$ cat src/rtl/multicycle_controller.sv
// multicycle_controller
//   Multi-cycle MIPS control FSM. Steps each instruction through IF, ID, EX,
//   MEM and WB and drives the datapath enables for the current state. Adds j,
//   a stallable data-memory handshake with timeout, a sticky illegal-opcode
//   trap and a retired-instruction counter.
//
// Ports
//   clk, rst_n        clock; synchronous active-low reset
//   opcode, funct     IR[31:26] / IR[5:0], latched in ID
//   zero              ALU zero flag (beq in EX)
//   mem_ready         data memory completes the access this cycle
//   PCWr, nPC_sel     PC write enable / next-PC source (00 +4, 01 branch, 10 jump)
//   IRWr, RegWr       IR and register-file write enables
//   RegDst, ExtOp     rd/rt select, sign/zero immediate extension
//   ALUSrc, ALUctr    ALU B operand select, ALU operation
//   MemRd, MemWr      data-memory requests
//   MemtoReg          writeback source select
//   trap              sticky fault, cleared only by reset
//   retire            one-cycle pulse when an instruction completes
//   retire_cnt        number of retired instructions (wraps)
//   state             current FSM state, for debug
module multicycle_controller #(
  parameter int ALUCTR_W    = 3,
  parameter int MEM_TIMEOUT = 15,
  parameter int TO_W        = 4,
  parameter int CNT_W       = 32
) (
  input  logic                clk,
  input  logic                rst_n,
  input  logic [5:0]          opcode,
  input  logic [5:0]          funct,
  input  logic                zero,
  input  logic                mem_ready,
  output logic                PCWr,
  output logic [1:0]          nPC_sel,
  output logic                IRWr,
  output logic                RegWr,
  output logic                RegDst,
  output logic                ExtOp,
  output logic                ALUSrc,
  output logic [ALUCTR_W-1:0] ALUctr,
  output logic                MemRd,
  output logic                MemWr,
  output logic                MemtoReg,
  output logic                trap,
  output logic                retire,
  output logic [CNT_W-1:0]    retire_cnt,
  output logic [2:0]          state
);

  typedef enum logic [2:0] {
    S_IF   = 3'd0,
    S_ID   = 3'd1,
    S_EX   = 3'd2,
    S_MEM  = 3'd3,
    S_WB   = 3'd4,
    S_TRAP = 3'd7
  } state_e;

  typedef enum logic [2:0] {
    I_ADD, I_SUB, I_ORI, I_LW, I_SW, I_BEQ, I_J, I_ILL
  } instr_e;

  function automatic instr_e decode(input logic [5:0] op, input logic [5:0] fn);
    case (op)
      6'h00:   decode = (fn == 6'h20) ? I_ADD : (fn == 6'h22) ? I_SUB : I_ILL;
      6'h0d:   decode = I_ORI;
      6'h23:   decode = I_LW;
      6'h2b:   decode = I_SW;
      6'h04:   decode = I_BEQ;
      6'h02:   decode = I_J;
      default: decode = I_ILL;
    endcase
  endfunction

  state_e            state_q, state_d;
  logic [5:0]        op_q, fn_q;
  logic [TO_W-1:0]   wait_cnt, wait_d;
  logic [CNT_W-1:0]  cnt_q;
  instr_e            instr_q;

  // Ungated control values; the reset gating is applied at the ports.
  logic       pc_wr, ir_wr, reg_wr, reg_dst, ext_op, alu_src;
  logic       mem_rd, mem_wr, mem_to_reg, trap_c, retire_c;
  logic [1:0] npc;
  logic [2:0] alu_op;

  assign instr_q = decode(op_q, fn_q);

  // NOTE: every signal written below gets a default first, so no path through
  // the case statement can leave one unassigned and infer a latch.
  always_comb begin
    state_d    = state_q;
    wait_d     = wait_cnt;
    pc_wr      = 1'b0;
    npc        = 2'b00;
    ir_wr      = 1'b0;
    reg_wr     = 1'b0;
    reg_dst    = 1'b0;
    ext_op     = 1'b0;
    alu_src    = 1'b0;
    alu_op     = 3'b000;
    mem_rd     = 1'b0;
    mem_wr     = 1'b0;
    mem_to_reg = 1'b0;
    trap_c     = 1'b0;
    retire_c   = 1'b0;

    // ALU controls are decoded in EX and held unchanged through MEM and WB.
    if (state_q == S_EX || state_q == S_MEM || state_q == S_WB) begin
      case (instr_q)
        I_ADD, I_LW, I_SW: alu_op = 3'b010;
        I_SUB, I_BEQ:      alu_op = 3'b110;
        I_ORI:             alu_op = 3'b001;
        default:           alu_op = 3'b000;
      endcase
      alu_src = (instr_q == I_ORI) || (instr_q == I_LW) || (instr_q == I_SW);
      ext_op  = (instr_q == I_LW)  || (instr_q == I_SW) || (instr_q == I_BEQ);
    end

    case (state_q)
      S_IF: begin
        ir_wr   = 1'b1;
        pc_wr   = 1'b1;
        state_d = S_ID;
      end
      S_ID: begin
        // The register still holds the previous instruction here, so the
        // legality check looks at the live IR fields being latched.
        state_d = (decode(opcode, funct) == I_ILL) ? S_TRAP : S_EX;
      end
      S_EX: begin
        case (instr_q)
          I_ADD, I_SUB, I_ORI: state_d = S_WB;
          I_LW, I_SW:          state_d = S_MEM;
          I_BEQ: begin
            pc_wr    = zero;
            npc      = 2'b01;
            retire_c = 1'b1;
            state_d  = S_IF;
          end
          I_J: begin
            pc_wr    = 1'b1;
            npc      = 2'b10;
            retire_c = 1'b1;
            state_d  = S_IF;
          end
          default: state_d = S_TRAP;
        endcase
      end
      S_MEM: begin
        mem_rd = (instr_q == I_LW);
        mem_wr = (instr_q == I_SW);
        // A completing access wins over a timeout in the same cycle.
        if (mem_ready) begin
          wait_d = '0;
          if (instr_q == I_LW) begin
            state_d = S_WB;
          end else begin
            retire_c = 1'b1;
            state_d  = S_IF;
          end
        end else if (MEM_TIMEOUT != 0 && wait_cnt == TO_W'(MEM_TIMEOUT)) begin
          wait_d  = '0;
          state_d = S_TRAP;
        end else begin
          wait_d = wait_cnt + 1'b1;
        end
      end
      S_WB: begin
        reg_wr     = 1'b1;
        reg_dst    = (instr_q == I_ADD) || (instr_q == I_SUB);
        mem_to_reg = (instr_q == I_LW);
        retire_c   = 1'b1;
        state_d    = S_IF;
      end
      S_TRAP: trap_c = 1'b1;
      default: state_d = S_IF;
    endcase
  end

  // NOTE: state registers use non-blocking assignments so every flop samples
  // the pre-edge values regardless of statement order.
  always_ff @(posedge clk) begin
    if (!rst_n) begin
      state_q  <= S_IF;
      op_q     <= '0;
      fn_q     <= '0;
      wait_cnt <= '0;
      cnt_q    <= '0;
    end else begin
      state_q  <= state_d;
      wait_cnt <= wait_d;
      if (state_q == S_ID) begin
        op_q <= opcode;
        fn_q <= funct;
      end
      if (retire_c) cnt_q <= cnt_q + CNT_W'(1);
    end
  end

  // While reset is held, every control output is forced low so the datapath
  // sees no enables before the first clean IF.
  assign PCWr       = rst_n & pc_wr;
  assign nPC_sel    = rst_n ? npc : 2'b00;
  assign IRWr       = rst_n & ir_wr;
  assign RegWr      = rst_n & reg_wr;
  assign RegDst     = rst_n & reg_dst;
  assign ExtOp      = rst_n & ext_op;
  assign ALUSrc     = rst_n & alu_src;
  assign ALUctr     = rst_n ? ALUCTR_W'(alu_op) : '0;
  assign MemRd      = rst_n & mem_rd;
  assign MemWr      = rst_n & mem_wr;
  assign MemtoReg   = rst_n & mem_to_reg;
  assign trap       = rst_n & trap_c;
  assign retire     = rst_n & retire_c;
  assign retire_cnt = cnt_q;
  assign state      = state_q;

endmodule
$ cat config.mk
export PLATFORM = sky130hd
export DESIGN_NAME = multicycle_controller
export DESIGN_NICKNAME = d
export VERILOG_FILES = /design/src/rtl/multicycle_controller.sv
export SDC_FILE = /design/constraint.sdc
export NUM_CORES = 1
export LEC_CHECK = 0
export BUFFER_PORTS_ARGS = -buffer_cell sky130_fd_sc_hd__buf_2
export CORE_MARGIN = 1.5
export CORE_UTILIZATION = 23
export CTS_BUF_LIST = sky130_fd_sc_hd__clkbuf_8
export CTS_CLUSTER_SIZE = 40
export DETAILED_ROUTE_END_ITERATION = 12
export PLACE_DENSITY = 0.46
export SYNTH_ARGS = -nofsm -noshare
export SYNTH_HDL_FRONTEND = slang
export SYNTH_SLANG_ARGS = --single-unit
$ cat constraint.sdc
create_clock -name clk -period 5.4 [get_ports clk]
set_input_delay 0.54 -clock clk [delete_from_list [all_inputs] [get_ports clk]]
set_output_delay 0.54 -clock clk [all_outputs]
set_load 0.01 [all_outputs]
==> key figures <==
Placement
  – Placer Congestion: roughly 0.84
  – IO buf count: 66
  – Post-place setup slack: 2280 ps
  – Placed inst area: roughly 0.0034 sq mm
  – DP Wirelength: between 5000 and 6000 um

Synth
  – Largest cells by area after synthesis: dfxtp_1 (35%), nand2_1 (7.4%), xnor2_1 (6.9%)
  – Yosys warnings: 0
  – Post-synth top area share: between 30% and 40%
  – Post-synth ARST share: 0%
  – Adder-Cell Fraction of Synth Area: less than 1%
  – Number of flops mapped to enable cells by yosys: 0
  – Mapped Area: about 0.003 sq mm
  – Post-synth top area cell: dfxtp_1
  – Count leader, synth: nand2_1
  – XOR/XNOR Fraction of Synth Area: slightly above 7%
  – Synth top cells by count: nand2_1 (58), dfxtp_1 (51), nor2_1 (37), a21oi_1 (31), xnor2_1 (23)
  – Multiplexer share of the synthesized area: under 10%
  – Compound-gate portion of the synthesized area: between 10% and 20%
  – Avg Cell Area, Syn: between 7 and 8 sq um
  – Post-synthesis sequential area ratio: around a third
  – Largest family of logic cells by synthesized area: simple AND/OR/NAND/NOR gates
  – Syn_nets: about 390
  – Synth unique cells: 48
  – Synth Flop Type: dfxtp_1
  – Seq cells post-synth: slightly above 50
  – Mapped Cells: 376
  – Simple-gate share of the synthesized area: between 30 and 40%

Clock network
  – Total setup buffers inserted after CTS: 0
  – Clk buf depth: 2
  – Clock tree sinks: a little over 50
  – Clock transition at path regs: 100 ps
  – Clock Tree Root: clkbuf_8
  – Num CTS Buffers: 5
  – H-Tree Depth: 2
  – Post-CTS Hold Fix Bufs: 0
  – Post_cts resized: 0
  – CTS tree: built
  – Clk Latency, worst-skew pair: 310 ps

Layout
  – ANT cells: 0
  – Post-route cell area: ~0.0035 sq mm
  – Fillcell total: roughly 1400
  – Nets: ~440
  – Share of cells above drive strength 1: between 20 and 25%
  – Post-layout util: 28.1%
  – P&R area growth vs syn: 20.2%

Routing
  – Highest routed layer: met4
  – Routed Antenna Nets: 0
  – Met1 wire length: around 4000 um
  – Total iterations of the first detailed-routing run: 4
  – Met3 WL: ~430 um
  – DRC: 0
  – Total wire length: roughly 8000 um
  – Vias per cell: about 4.7
  – Vias: roughly 2800
  – DR iter-0 viols: 120
  – Met2 wire len: roughly 3700 um
  – Post-DR wirelength/cell: 13.6 um

Global route
  – Largest net degree at the start of global routing: 48
  – First-pass GRT wire length: between 10000 and 15000 um
  – Vias in the first global route: around 2700
  – Initial antenna violation count: 0
  – Gr usage total: between 10% and 20%
  – Total grt overflow: 0

Die
  – Io pins: 67
  – Initial Util: about a quarter
  – Die Area: ~0.013 sq mm
  – Core area: around 0.013 sq mm
  – Die W: around 120 um
  – Row cnt: 41
  – Die Y: around 120 um

Critical path
  – Worst Path Arrival: between 2000 and 3000 ps
  – Crit path max fanout: 23
  – Critical path, cell by cell: nand4b_1 -> o311ai_4 -> and2_1 -> nor2_1 -> buf_2
  – Slowest cell on the critical path: o311ai_4
  – WP data required: slightly below 5000 ps
  – Crit path kind: flip-flop to output pin
  – Worst setup EP type: output pin
  – Crit path launch type: flip-flop
  – Crit path largest cell delay: between 900 and 1000 ps
  – Register-to-Register Path Depth: 5

Timing
  – Final period util: between 60% and 70%
  – Final setup margin: around 2000 ps
  – Max frequency: 0.289 GHz
  – RSZ-0062 raised after global routing: no
  – Slew @ Worst Pin: ~1100 ps
  – Fin crit period: around 3500 ps
  – Final Hold Fails: 0
  – # setup viols final: 0
  – Setup TNS: 0 ps
  – Clock skew: between 6 and 7 ps
  – Slew Limit Fails: 0
  – Slew headroom: a little over a quarter

Job
  – Total of max-cap violations: 0

Power
  – P per Cell Area: approximately 350 mW/mm^2
  – Max VDD drop: ~0.18 mV
  – Leak Pwr: about 0.0013 uW
  – Tot Pwr: 1240 uW

Hold path
  – Hold path depth: 2
  – Hold Path Class: flip-flop to flip-flop

Run status
  – Outcome: completed
[worst paths after layout]
kind | startpoint | end | slack, ps
worst max-delay path | op_q[0] | retire | 1940
worst min-delay path | fn_q[4] | fn_q[4] | 460
worst max register to register | op_q[0] | retire_cnt[31] | 2590
worst min register to register | fn_q[4] | fn_q[4] | 460
[per-layer routing]
| metal | global-route usage, % | vias to the layer above |
|---|---|---|
| met5 | 0 | - |
| met4 | 2.76 | 0 |
| met3 | 2.93 | 6 |
| met2 | 19.8 | 51 |
| met1 | 16.4 | 1313 |
| li1 | - | 1450 |
[worst max-delay path: cells and delay by family (launching register included)]
kind	cells	cell delay (ps)
AO/OA/AOI/OAI	1	950
buffers and inverters	1	160
flip-flops	1	700
AND/OR/NAND/NOR	3	790
[registers in the layout, indices dropped and copies added, names as in the netlist]
signal      flops
retire_cnt     32
fn_q            6
op_q            6
wait_cnt        4
state           3
[power by group]
group	internal [uW]	switching (uW)	total (uW)	leakage (uW)
sequential	416	101	516	0.000413
combinational	156	252	408	0.000818
clock	185	132	317	0.0000644
[layout make-up]
class,instances,area [sq um],share of cell area [%]
inverters,7,26.3,0.744
multi-input cells,292,1790,50.6
well taps,172,215,6.09
repair buffers,68,345,9.77
flip-flops and latches,51,1020,28.9
clock buffers,5,68.8,1.95
clock inverters,3,67.6,1.91
[cells by family after synthesis]
| family | Yosys count |
|---|---|
| simple gates | 183 |
| compound gates | 78 |
| flops | 51 |
| buf+inv | 33 |
| xor+xnor | 24 |
| mux | 5 |
| fa+ha+maj | 2 |
[cells in the final DEF, fill, tap and decap left out, types with 2 or more instances in the layout]
cell type and n:
nand2b_1 6, a21boi_0 2, a211oi_1 9, a2111oi_2 8, ha_1 2, and4_1 2, nor4b_1 4, a21oi_1 31
nor2b_1 3, or4_1 4, nor3b_1 2, clkbuf_8 5, o21ai_0 11, nand4_1 9, dfxtp_1 51, bufinv_16 2
xnor2_1 23, buf_4 2, o31ai_1 2, or3_1 4, or2_2 3, nand3_1 17, and3b_1 2, buf_2 66
and2_1 4, nand2_1 58, nor4_1 6, a31oi_1 6, nor2_1 37, inv_1 7, nor3_1 9, and3_1 6
a2111oi_0 2, mux2i_1 5
[through the flow]
stage               instances  hold WS (ps)
global route              598           467
finish                    598           464
CTS                       598           461
detailed placement        590           453
floorplan                 376           433
global placement          590           447
(Power assumes the default switching activity.)
